<file path="config.mk">
export PLATFORM = sky130hd
export DESIGN_NAME = frame_receiver_flat
export DESIGN_NICKNAME = d
export VERILOG_FILES = /design/src/rtl/frame_receiver_if.sv /design/src/rtl/frame_receiver.sv /design/src/flat_wrapper.sv
export SDC_FILE = /design/constraint.sdc
export NUM_CORES = 1
export LEC_CHECK = 0
export ABC_AREA = 1
export CORE_MARGIN = 1.5
export CORE_UTILIZATION = 60
export DETAILED_ROUTE_END_ITERATION = 7
export PLACE_DENSITY = 0.86
export SLEW_MARGIN = 30
export SYNTH_ARGS = -nofsm -noshare
export SYNTH_HDL_FRONTEND = slang
export SYNTH_SLANG_ARGS = --single-unit
</file>
<file path="constraint.sdc">
create_clock -name clk -period 5.7 [get_ports clk]
set_input_delay 1.71 -clock clk [delete_from_list [all_inputs] [get_ports clk]]
set_output_delay 1.71 -clock clk [all_outputs]
set_load 0.005 [all_outputs]
</file>
<file path="src/rtl/frame_receiver_if.sv">
// Byte stream from the UART receiver into the frame parser.
// master = UART side (drives the strobe), slave = parser.
interface frame_receiver_if;
    logic [7:0] rx_data;
    logic       rx_valid;

    modport master (output rx_data, output rx_valid);
    modport slave  (input  rx_data, input  rx_valid);
endinterface

</file>
<file path="src/rtl/frame_receiver.sv">
// Parses 13-byte command frames (52 0D 01 D0..D7 C 9A) from a UART byte stream,
// latching the payload only for fully valid frames and flagging every rejection.
module frame_receiver #(
    parameter int unsigned TIMEOUT_CYCLES = 1000000,
    parameter int unsigned CNT_W          = 16
) (
    input  logic             clk,
    input  logic             rst_n,
    frame_receiver_if.slave  rx_if,
    input  logic [2:0]       sel_i,
    output logic [63:0]      data_out_o,
    output logic [7:0]       preview_data_o,
    output logic             frame_valid_o,
    output logic             frame_err_o,
    output logic [2:0]       err_code_o,
    output logic [CNT_W-1:0] good_cnt_o,
    output logic             busy_o
);
    localparam int unsigned TO_W = $clog2(TIMEOUT_CYCLES);

    localparam logic [7:0] HDR_BYTE  = 8'h52;
    localparam logic [7:0] LEN_BYTE  = 8'h0D;
    localparam logic [7:0] FUNC_BYTE = 8'h01;
    localparam logic [7:0] TAIL_BYTE = 8'h9A;
    localparam logic [7:0] SUM_OK    = 8'hFF;

    localparam logic [2:0] ERR_LEN     = 3'd1;
    localparam logic [2:0] ERR_FUNC    = 3'd2;
    localparam logic [2:0] ERR_CSUM    = 3'd3;
    localparam logic [2:0] ERR_TAIL    = 3'd4;
    localparam logic [2:0] ERR_TIMEOUT = 3'd5;

    typedef enum logic [2:0] {
        S_IDLE,
        S_LEN,
        S_FUNC,
        S_DATA,
        S_CSUM,
        S_TAIL
    } state_t;

    state_t            state_q;
    logic [7:0]        stage_q [8];
    logic [2:0]        idx_q;
    logic [7:0]        sum_q;
    logic [TO_W-1:0]   to_cnt_q;
    logic [63:0]       data_out_q;
    logic [7:0]        preview_q;
    logic              frame_valid_q;
    logic              frame_err_q;
    logic [2:0]        err_code_q;
    logic [CNT_W-1:0]  good_cnt_q;

    logic [7:0]        rx_byte;
    logic              rx_valid;
    logic [7:0]        sum_d;
    logic [63:0]       stage_flat;
    logic [7:0]        out_bytes [8];

    assign rx_byte  = rx_if.rx_data;
    assign rx_valid = rx_if.rx_valid;
    assign sum_d    = sum_q + rx_byte;

    // Byte 0 sits in the most significant lane of the 64-bit payload.
    for (genvar gi = 0; gi < 8; gi++) begin : g_lanes
        assign stage_flat[63-8*gi -: 8] = stage_q[gi];
        assign out_bytes[gi]            = data_out_q[63-8*gi -: 8];
    end

    always_ff @(posedge clk) begin
        if (!rst_n) begin
            state_q       <= S_IDLE;
            idx_q         <= '0;
            sum_q         <= '0;
            to_cnt_q      <= '0;
            data_out_q    <= '0;
            preview_q     <= '0;
            frame_valid_q <= 1'b0;
            frame_err_q   <= 1'b0;
            err_code_q    <= '0;
            good_cnt_q    <= '0;
            for (int i = 0; i < 8; i++) begin
                stage_q[i] <= '0;
            end
        end else begin
            frame_valid_q <= 1'b0;
            frame_err_q   <= 1'b0;
            preview_q     <= out_bytes[sel_i];

            if (rx_valid) begin
                to_cnt_q <= '0;
                case (state_q)
                    S_IDLE: begin
                        if (rx_byte == HDR_BYTE) begin
                            state_q <= S_LEN;
                            sum_q   <= HDR_BYTE;
                        end
                    end
                    S_LEN: begin
                        if (rx_byte == LEN_BYTE) begin
                            state_q <= S_FUNC;
                            sum_q   <= sum_d;
                        end else begin
                            frame_err_q <= 1'b1;
                            err_code_q  <= ERR_LEN;
                            // A stray header restarts parsing instead of being lost.
                            state_q     <= (rx_byte == HDR_BYTE) ? S_LEN : S_IDLE;
                            sum_q       <= HDR_BYTE;
                        end
                    end
                    S_FUNC: begin
                        if (rx_byte == FUNC_BYTE) begin
                            state_q <= S_DATA;
                            sum_q   <= sum_d;
                            idx_q   <= '0;
                        end else begin
                            frame_err_q <= 1'b1;
                            err_code_q  <= ERR_FUNC;
                            state_q     <= (rx_byte == HDR_BYTE) ? S_LEN : S_IDLE;
                            sum_q       <= HDR_BYTE;
                        end
                    end
                    S_DATA: begin
                        stage_q[idx_q] <= rx_byte;
                        sum_q          <= sum_d;
                        idx_q          <= idx_q + 3'd1;
                        if (idx_q == 3'd7) begin
                            state_q <= S_CSUM;
                        end
                    end
                    S_CSUM: begin
                        sum_q   <= sum_d;
                        state_q <= S_TAIL;
                    end
                    S_TAIL: begin
                        state_q <= S_IDLE;
                        if (rx_byte != TAIL_BYTE) begin
                            frame_err_q <= 1'b1;
                            err_code_q  <= ERR_TAIL;
                        end else if (sum_d != SUM_OK) begin
                            frame_err_q <= 1'b1;
                            err_code_q  <= ERR_CSUM;
                        end else begin
                            data_out_q    <= stage_flat;
                            frame_valid_q <= 1'b1;
                            good_cnt_q    <= good_cnt_q + CNT_W'(1);
                        end
                    end
                    default: state_q <= S_IDLE;
                endcase
            end else if (state_q == S_IDLE) begin
                to_cnt_q <= '0;
            end else if (to_cnt_q == TO_W'(TIMEOUT_CYCLES - 1)) begin
                state_q     <= S_IDLE;
                to_cnt_q    <= '0;
                frame_err_q <= 1'b1;
                err_code_q  <= ERR_TIMEOUT;
            end else begin
                to_cnt_q <= to_cnt_q + TO_W'(1);
            end
        end
    end

    assign data_out_o     = data_out_q;
    assign preview_data_o = preview_q;
    assign frame_valid_o  = frame_valid_q;
    assign frame_err_o    = frame_err_q;
    assign err_code_o     = err_code_q;
    assign good_cnt_o     = good_cnt_q;
    assign busy_o         = (state_q != S_IDLE);
endmodule

</file>
<file path="src/flat_wrapper.sv">
// flat-port wrapper written by rule: the top's interface ports become plain ports
module frame_receiver_flat 
#(
    parameter int unsigned TIMEOUT_CYCLES = 1000000,
    parameter int unsigned CNT_W          = 16
)
  (clk, rst_n, sel_i, data_out_o, preview_data_o, frame_valid_o, frame_err_o, err_code_o, good_cnt_o, busy_o, rx_if_rx_data, rx_if_rx_valid);
  frame_receiver_if rx_if_i ();
  input  logic clk;
  input  logic rst_n;
  input  logic [2:0] sel_i;
  output logic [63:0] data_out_o;
  output logic [7:0] preview_data_o;
  output logic frame_valid_o;
  output logic frame_err_o;
  output logic [2:0] err_code_o;
  output logic [CNT_W-1:0] good_cnt_o;
  output logic busy_o;
  input wire logic [$bits(rx_if_i.rx_data)-1:0] rx_if_rx_data;
  input wire logic [$bits(rx_if_i.rx_valid)-1:0] rx_if_rx_valid;
  assign rx_if_i.rx_data = rx_if_rx_data;
  assign rx_if_i.rx_valid = rx_if_rx_valid;
  frame_receiver #(.TIMEOUT_CYCLES(TIMEOUT_CYCLES), .CNT_W(CNT_W)) u_core (.clk(clk), .rst_n(rst_n), .rx_if(rx_if_i), .sel_i(sel_i), .data_out_o(data_out_o), .preview_data_o(preview_data_o), .frame_valid_o(frame_valid_o), .frame_err_o(frame_err_o), .err_code_o(err_code_o), .good_cnt_o(good_cnt_o), .busy_o(busy_o));
endmodule
</file>
==> results of run 1 <==
## cell families after synthesis
kind of cell	Yosys count	share of synthesized area
compound gates	261	0.1548
fa+ha+maj	12	0.01835
flops	191	0.5195
simple gates	391	0.2001
buf+inv	184	0.08897
xor+xnor	18	0.01835
## worst paths after layout
check	from	to	slack, ps	cells after the start
worst max-delay path	rx_if_rx_data[0]	u_core.data_out_o[61]	1200	14
worst min-delay path	u_core.to_cnt_q[0]	u_core.to_cnt_q[0]	450	1
worst max register to register	u_core.sum_q[0]	u_core.data_out_o[61]	2700	13
worst min register to register	u_core.to_cnt_q[0]	u_core.to_cnt_q[0]	450	1
## per-stage QoR
step / util / hold WS, ps
6_report: 0.7321 / 452.1
5_1_grt: 0.7321 / 474.4
3_3_place_gp: 0.6953 / 434.0
3_5_place_dp: 0.6953 / 440.3
4_1_cts: 0.7321 / 456.4
2_1_floorplan: - / 417.3
## sequential cells by signal, summed over array words and instances (netlist names)
register and count:
u_core.idx_q 3, u_core.preview_data_o 8, u_core.frame_valid_o 1, u_core.state_q 3, u_core.sum_q 8, u_core.stage_q 64
u_core.frame_err_o 1, u_core.err_code_o 3, u_core.data_out_o 64, u_core.good_cnt_o 16, u_core.to_cnt_q 20
## layout make-up
type                    count  share of cell area
flip-flops and latches    191              0.4376
repair buffers            111              0.1087
inverters                 140             0.05151
clock inverters             6            0.003680
multi-input cells         682              0.3298
clock buffers              25             0.04661
well taps                 180             0.02208
## synthesized netlist by cell type
cell	n	area (um2)
ha_1	11	137.6
buf_2	2	10.01
nor3_2	2	20.02
nor4_1	3	18.77
nor2_4	1	11.26
a211oi_1	1	7.510
fa_1	1	20.02
clkbuf_1	32	120.1
buf_6	9	101.4
nor3_1	18	90.09
nor2_1	130	488.0
o21ai_1	10	50.05
or2_2	1	6.260
inv_1	132	495.5
a31oi_2	1	12.51
xnor2_1	6	52.55
nand4_1	24	150.1
or4_1	1	7.510
a31oi_1	9	56.30
nand3_2	3	30.03
nand3_1	53	265.3
nand3_4	1	17.52
nand3b_1	2	15.01
or3_1	1	6.260
nand2_1	147	551.8
inv_2	3	11.26
or2_1	1	6.260
edfxtp_1	64	1922
buf_4	1	7.510
and3_1	1	6.260
xor2_1	12	105.1
dfxtp_1	127	2542
a21oi_1	138	690.7
clkinv_1	5	18.77
o21ai_0	101	505.5
o21a_1	1	7.510
nor2_8	1	20.02
or2_4	1	8.760
## power by group
part           total (mW)  internal (mW)  leakage (nW)  switching (mW)
logic               0.127         0.0401          1.82          0.0870
clock network        1.06          0.577         0.255           0.485
registers            1.44           1.43          1.65         0.00874
total                2.63           2.05          3.73           0.580
## metal layers
metal / routed length (um) / vias to the layer above
met3: 1845 / 61
met1: 8871 / 3461
met5: 0 / -
met2: 9324 / 383
li1: - / 3696
met4: 648 / 0
==> impl_metrics.tcl, run 1 <==
set metrics [dict create \
    post_cts_resized 0 \
    setup-violations-final 0 \
    clockBufferDepth 2 \
    synth_area_per_cell_um2 8.130 \
    cellLeakagePower_nw 3.728 \
    place.gp.congestion 0.9179 \
    die_area_um2 15050 \
    crit_path_top_delay_cell "clkdlybuf4s50_1" \
    hold_class "reg -> reg" \
    grt_overflow 0 \
    busiest_layer "met2" \
    rsz0062_at_grt "no" \
    register_area_um2 4464 \
    syn_area_um2 8593 \
    post_drt_wl_per_cell_um 15.50 \
    layout_commonest_cell "nand2_1" \
    tns_ps 0 \
    die_w_um 122.7 \
    nets 1169 \
    cp_num_buf_inv 2 \
    post_synth_num_cell_types 38 \
    cts_buffers 17 \
    drive_above_1_share 0.03810 \
    final_cell_mix "nand2_1, a21oi_1, inv_1, nor2_1, dfxtp_1" \
    cpMostUsedCell "nand2_1" \
    cts_num_sinks 191 \
    power.total_mw 2.626 \
    place_area_um2 9688 \
    num_antenna_cells 0 \
    fillers 1046 \
    fmax_mhz 222.1 \
    cts_setup_buffers 0 \
    skew_ps 8.740 \
    criticalPathCategory "in -> reg" \
    root_buffer "clkbuf_16" \
    core_area_um2 13930 \
    first_global_vias 6705 \
    initial_core_util 0.6167 \
    worst_slack_ps 1197 \
    grt_start_max_net_pins 67 \
    ys_warn_count 0 \
    crit_fanout 66 \
    grtUsageTotal 0.2793 \
    area_growth_pct 18.71 \
    cts_tree "done" \
    worstPathRequired_ps 6020 \
    clk_latency_ps 440 \
    syn_inst 1057 \
    h-tree-depth 4 \
    final_antenna_net_count 0 \
    stdcell_count 1335 \
    cts_hold_buf 0 \
    crit_path_end_kind "flop" \
    tightest_slew_ps 868.9 \
    clk_pin_slew_ps 70 \
    status "complete, no violations" \
    drv_slew 0 \
    ys_seq_area_frac 0.5195 \
    rows 43 \
    pre_cts_ws_ps 839.7 \
    grtUsageMet3 0.05994 \
    firstDrtPassIters 5 \
    worstPathArrival_ps 4830 \
    vias 7601 \
    powerDensity_nw_per_um2 257.5 \
    gr-usage-met2 0.4389 \
    dp.final_hpwl_um 14110 \
    grt_pass1_wl_um 32620 \
    drcViolationCount 0 \
    vias_per_cell 5.694 \
    antenna_found_initial 0 \
    grtUsageMet1 0.3770 \
    multi_input_area_um2 3364 \
    maxCapViolCount 0 \
    syn_nets 1083 \
    period_share 0.7900 \
    crit_chain "clkdlybuf4s50_1 > ha_1 > fa_1 > nand2_1 > nand2_1 > nand3_2 > nand2_1 > nand2_1 > nand2_1 > nor2_1 > nand3_4 > buf_12 > o21ai_0 > a21oi_1" \
    cp_top_family "simple AND/OR/NAND/NOR gates" \
    drtIter0Drc 1079 \
    die_y_um 122.7 \
    fin_crit_ps 4503 \
    place_inst 1304 \
    hold_violations 0 \
    cp-start-kind "primary input" \
    ys_seq_elements 191 \
    wl_um 20690 \
    port_buffers 107 \
    relSlewSlack 0.4201 \
    stdcell_area_um2 10200 \
    ir_worst_vdd_uv 221.4 \
    max_stage_delay_ps 480 \
    io_pins 108 \
]
(Power assumes the default switching activity.)
==> run 2: changes to the inputs <==
--- a/config.mk
+++ b/config.mk
@@ -7,9 +7,9 @@
 export LEC_CHECK = 0
 export ABC_AREA = 1
 export CORE_MARGIN = 1.5
-export CORE_UTILIZATION = 60
+export CORE_UTILIZATION = 56
 export DETAILED_ROUTE_END_ITERATION = 7
-export PLACE_DENSITY = 0.86
+export PLACE_DENSITY = 0.81
 export SLEW_MARGIN = 30
 export SYNTH_ARGS = -nofsm -noshare
 export SYNTH_HDL_FRONTEND = slang
==> constraint.sdc (replaced) <==
create_clock -name clk -period 4.2 [get_ports clk]
set_input_delay 1.26 -clock clk [delete_from_list [all_inputs] [get_ports clk]]
set_output_delay 1.26 -clock clk [all_outputs]
set_load 0.005 [all_outputs]
==> run 2 against run 1 <==
Power grew 41%; register-to-register slack lost 990 ps; clock skew is essentially flat; critical path type unchanged; largest power group unchanged.
==> impl_metrics.tcl, run 2 (same netlist as run 1, synthesis figures left out) <==
set metrics [dict create \
    crit_fanout 34 \
    grt_start_max_net_pins 77 \
    maxCapViolCount 0 \
    hold_violations 0 \
    wl_met3_um 1379 \
    combPwrFrac 0.048 \
    place.gp.congestion 0.9144 \
    wl_um 20460 \
    tightest_slew_ps 854.4 \
    root_buffer "clkbuf_16" \
    switching_power_mw 0.8077 \
    dr.max_layer_used "met4" \
    cts_buffers 17 \
    clk_pin_slew_ps 70 \
    drv_slew 0 \
    worstPathRequired_ps 4490 \
    holdPathStages 1 \
    initial_core_util 0.5695 \
    power.clock.fraction 0.423 \
    place_inst 1325 \
    worstPathArrival_ps 3750 \
    grt_pass1_wl_um 33400 \
    fin_crit_ps 3451 \
    die_area_um2 16100 \
    internal_power_mw 2.883 \
    num_antenna_cells 0 \
    drcViolationCount 0 \
    skew_ps 8.893 \
    clk_latency_ps 430 \
    cts_tree "done" \
    cellLeakagePower_nw 3.822 \
    die_w_um 126.9 \
    final_antenna_net_count 0 \
    criticalPathCategory "in -> reg" \
    swShare 0.2189 \
    final_cell_mix "nand2_1, a21oi_1, inv_1, nor2_1, dfxtp_1" \
    min_from "u_core.to_cnt_q[0]" \
    antenna_found_initial 0 \
    period_share 0.8217 \
    tns_ps 0 \
    core_area_um2 15090 \
    grt_overflow 0 \
    nets 1182 \
    port_buffers 107 \
    firstDrtPassIters 5 \
    first_global_vias 6683 \
    rsz0062_at_grt "no" \
    power_frac_seq 0.529 \
    drive_above_1_share 0.05218 \
    fillers 1220 \
    clockBufferDepth 2 \
    post_cts_resized 0 \
    vias 7470 \
    rr_startpoint "u_core.sum_q[0]" \
    cts_num_sinks 191 \
    rr_endpoint "u_core.data_out_o[31]" \
    cts_setup_buffers 0 \
    ir_worst_vdd_uv 293.5 \
    stdcell_count 1357 \
    relSlewSlack 0.4298 \
    area_growth_pct 20.60 \
    hold_class "reg -> reg" \
    fin_util 0.6868 \
    h-tree-depth 4 \
    setup-violations-final 0 \
    io_pins 108 \
    crit_path_end_kind "flop" \
    drtIter0Drc 743 \
    r2r_slack_ps 1710 \
    die_y_um 126.9 \
    rows 45 \
    hold_end "u_core.to_cnt_q[0]" \
    cts_hold_buf 0 \
    dp.final_hpwl_um 14410 \
    vias_per_cell 5.505 \
    status "complete, no violations" \
    wl_met2_um 9539 \
    grtUsageTotal 0.2622 \
    layout_commonest_cell "nand2_1" \
    worstRegToRegCells 13 \
    wl_met1_um 9192 \
    powerDensity_nw_per_um2 356.1 \
    fmax_mhz 289.8 \
    post_drt_wl_per_cell_um 15.08 \
    cp-start-kind "primary input" \
]
run 2: changes by cell type in the layout (fill, tap and decap cells not counted), sizes merged:
cell	change
clkinv	-1
buf	+13
bufinv	+1
clkbuf	-2
inv	+3
run 2: final cells by class:
type / count / area (um2) / area share
inverter: 140 / 525.5 / 0.05071
tap: 188 / 235.2 / 0.02270
sequential: 191 / 4464 / 0.4308
clock inverter: 9 / 78.83 / 0.007606
multi-input combinational: 682 / 3364 / 0.3246
timing repair buffer: 124 / 1206 / 0.1164
clock buffer: 23 / 489.2 / 0.04721
run 2: worst max path at each step:
stage	from	endpoint
finish	rx_if_rx_data[0]	u_core.data_out_o[31]
global route	rx_if_rx_data[0]	u_core.data_out_o[31]
CTS	rx_if_rx_data[0]	u_core.data_out_o[31]
detailed placement	rx_if_rx_data[0]	u_core.data_out_o[0]
global placement	rx_if_rx_data[0]	u_core.data_out_o[55]
floorplan	rx_if_rx_data[0]	u_core.err_code_o[0]
run 2: power by group through the flow:
| stage | combinational [mW] | sequential (mW) | clock, mW |
|---|---|---|---|
| finish | 0.178 | 1.95 | 1.56 |
| global route | 0.197 | 1.95 | 1.66 |
| CTS | 0.177 | 1.95 | 1.57 |
| detailed placement | 0.175 | 1.99 | 0 |
| global placement | 0.172 | 1.99 | 0 |
| floorplan | 0.103 | 1.99 | 0 |
run 2: through the flow:
stage / setup slack [ps] / hold slack, ps / power, mW / cell area (um2)
after global placement: 452.6 / 432.2 / 2.164 / 9796
after floorplan: 1056 / 417.3 / 2.090 / 8593
after CTS: 756.9 / 452.8 / 3.701 / 10360
final: 749.0 / 448.4 / 3.690 / 10360
after detailed placement: 379.8 / 442.6 / 2.167 / 9796
after global routing: 563.5 / 481.1 / 3.810 / 10360
run 2: worst max-delay path, cell delays in order:
cell             delay, ps
clkdlybuf4s50_1        420
ha_1                   240
fa_1                   420
nand2_1                120
nand2_1                 90
nand3_2                 90
nand2_1                 70
nand2_1                 60
nand2_1                 60
nor2_1                 180
nand3_4                130
buf_4                  260
o21ai_0                230
a21oi_1                100
run 2: layer usage:
layer,track usage,vias to the layer above
met5,0,-
met4,0.08422,0
met3,0.04386,32
met2,0.4182,299
met1,0.3671,3421
li1,-,3718
==> run 3: changes to the inputs <==
--- a/config.mk
+++ b/config.mk
@@ -7,9 +7,9 @@
 export LEC_CHECK = 0
 export ABC_AREA = 1
 export CORE_MARGIN = 1.5
-export CORE_UTILIZATION = 56
+export CORE_UTILIZATION = 50
 export DETAILED_ROUTE_END_ITERATION = 7
-export PLACE_DENSITY = 0.81
+export PLACE_DENSITY = 0.77
 export SLEW_MARGIN = 30
 export SYNTH_ARGS = -nofsm -noshare
 export SYNTH_HDL_FRONTEND = slang
==> constraint.sdc (replaced) <==
create_clock -name clk -period 2.8 [get_ports clk]
set_input_delay 0.84 -clock clk [delete_from_list [all_inputs] [get_ports clk]]
set_output_delay 0.84 -clock clk [all_outputs]
set_load 0.005 [all_outputs]
==> run 3 against run 2 <==
Non-clock buffer count rose by 60; first-iteration DRC count down 19%; critical endpoint is now u_core.data_out_o[59]; critical path type unchanged; combinational power rose by 71%; cell count is 6.8% higher; count of clock-buffer cells in the layout decreased by 5; register-to-register slack worse by 1200 ps; via count is 3.6% higher; global-route usage shrank 2.3 points.
==> impl_metrics.tcl, run 3 (same netlist as run 1, synthesis figures left out) <==
set metrics [dict create \
    holdPathStages 1 \
    area_growth_pct 28.68 \
    grtUsageTotal 0.2388 \
    wl_um 21890 \
    stdcell_count 1449 \
    die_w_um 134.1 \
    grt_overflow 0 \
    num_antenna_cells 0 \
    criticalPathCategory "in -> reg" \
    rr_startpoint "u_core.sum_q[0]" \
    cts_buffers 17 \
    worstPathRequired_ps 3130 \
    core_area_um2 16700 \
    hold_end "u_core.to_cnt_q[0]" \
    cts_num_sinks 191 \
    port_buffers 107 \
    place.gp.congestion 0.9070 \
    drcViolationCount 0 \
    first_global_vias 6863 \
    min_from "u_core.to_cnt_q[0]" \
    fillers 1374 \
    rows 47 \
    fmax_mhz 377.4 \
    place_inst 1411 \
    cts_hold_buf 0 \
    drive_above_1_share 0.1123 \
    setup-violations-final 0 \
    firstDrtPassIters 5 \
    vias 7738 \
    cts_tree "done" \
    die_area_um2 17980 \
    crit_fanout 11 \
    clk_pin_slew_ps 70 \
    post_drt_wl_per_cell_um 15.11 \
    cpMostUsedCell "nand2_1" \
    worst_slack_ps 150.0 \
    layout_commonest_cell "nand2_1" \
    crit_chain "dlygate4sd2_1 > ha_2 > fa_2 > nand2_2 > nand2_1 > nand3_2 > nand2_1 > nand2_1 > nand2_1 > nor2_2 > nand3_4 > buf_12 > buf_12 > buf_16 > o21ai_2 > a21oi_1" \
    antenna_found_initial 0 \
    nets 1242 \
    h-tree-depth 4 \
    tightest_slew_ps 827.5 \
    powerDensity_nw_per_um2 497.4 \
    io_pins 108 \
    final_antenna_net_count 0 \
    place_area_um2 10280 \
    drv_slew 0 \
    skew_ps 14.73 \
    fin_crit_ps 2650 \
    hold_violations 0 \
    crit_path_end_kind "flop" \
    clk_latency_ps 440 \
    maxCapViolCount 0 \
    rr_endpoint "u_core.data_out_o[59]" \
    grt_start_max_net_pins 94 \
    hold_class "reg -> reg" \
    rsz0062_at_grt "no" \
    status "complete, no violations" \
    stdcell_area_um2 11060 \
    period_share 0.9464 \
    drtIter0Drc 604 \
    cp-start-kind "primary input" \
    die_y_um 134.1 \
    ir_worst_vdd_uv 436.0 \
    worstPathArrival_ps 2980 \
    dp.final_hpwl_um 15020 \
    grt_pass1_wl_um 34060 \
    max_stage_delay_ps 370 \
    root_buffer "clkbuf_16" \
    relSlewSlack 0.4477 \
    r2r_slack_ps 470 \
    vias_per_cell 5.340 \
    final_cell_mix "nand2_1, a21oi_1, inv_1, nor2_1, dfxtp_1" \
    clockBufferDepth 2 \
    crit_path_top_delay_cell "fa_2" \
    worstRegToRegCells 15 \
    fin_hold_ws_ps 454.5 \
    pre_cts_ws_ps -602.8 \
    initial_core_util 0.5145 \
    cellLeakagePower_nw 4.205 \
]
run 3: cell count changes in the layout (fill, tap and decap cells not counted), sizes merged:
cell and delta:
clkdlybuf4s50 -7, clkinvlp +1, dlygate4sd2 +2, clkbuf -3, bufinv -1, dlymetal6s2s +5
inv +5, buf +58
run 3: how the worst max path moves through the flow:
stage / from / depth (start not counted) / end / slack [ps]
2_1_floorplan: rx_if_rx_data[0] / 14 / u_core.err_code_o[0] / 80
3_3_place_gp: rx_if_rx_data[0] / 14 / u_core.data_out_o[14] / -510
3_5_place_dp: rx_if_rx_data[0] / 14 / u_core.data_out_o[43] / -600
4_1_cts: rx_if_rx_data[4] / 14 / u_core.data_out_o[37] / 8
5_1_grt: u_core.state_q[1] / 5 / busy_o / 30
6_report: rx_if_rx_data[0] / 16 / u_core.data_out_o[59] / 150
run 3: stage by stage:
step,power [mW],TNS (ps),utilization
6_report,5.500,0,0.6621
4_1_cts,5.517,0,0.6546
3_3_place_gp,3.274,-38830,0.6154
2_1_floorplan,3.135,0,-
3_5_place_dp,3.279,-44210,0.6154
5_1_grt,5.646,0,0.6621
run 3: final cells by class:
| cell class | instances | area [um2] | share of cell area |
|---|---|---|---|
| clock buffer | 18 | 439.2 | 0.03971 |
| clock inverter | 14 | 105.1 | 0.009504 |
| inverter | 140 | 525.5 | 0.04752 |
| multi-input combinational | 682 | 3445 | 0.3115 |
| sequential | 191 | 4464 | 0.4037 |
| tap | 220 | 275.3 | 0.02489 |
| timing repair buffer | 184 | 1804 | 0.1632 |
run 3: power by group:
part | leakage [nW] | internal, mW | total (mW) | switching [mW]
combinational | 2.28 | 0.115 | 0.304 | 0.189
clock | 0.277 | 1.18 | 2.27 | 1.09
sequential | 1.65 | 2.91 | 2.93 | 0.0181
total | 4.20 | 4.20 | 5.50 | 1.30
run 3: what timing repair did:
action                                  CTS  global route
endpoints found under the setup margin   71            83
pin swaps                                 6             6
gates resized for setup                  19            18
setup buffers                             1             1
gates cloned                              2             2
run 3: critical path: cells and delay by family:
family / cells / cell delay [ps]
AND/OR/NAND/NOR: 8 / 710
buffers and inverters: 4 / 680
AO/OA/AOI/OAI: 2 / 180
adder cells (fa/ha/maj): 2 / 560
run 3: metal layers:
layer  track usage  wire (um)
met5             0          0
met4       0.08722        402
met3       0.03401       1531
met2        0.3766       9993
met1        0.3365       9961
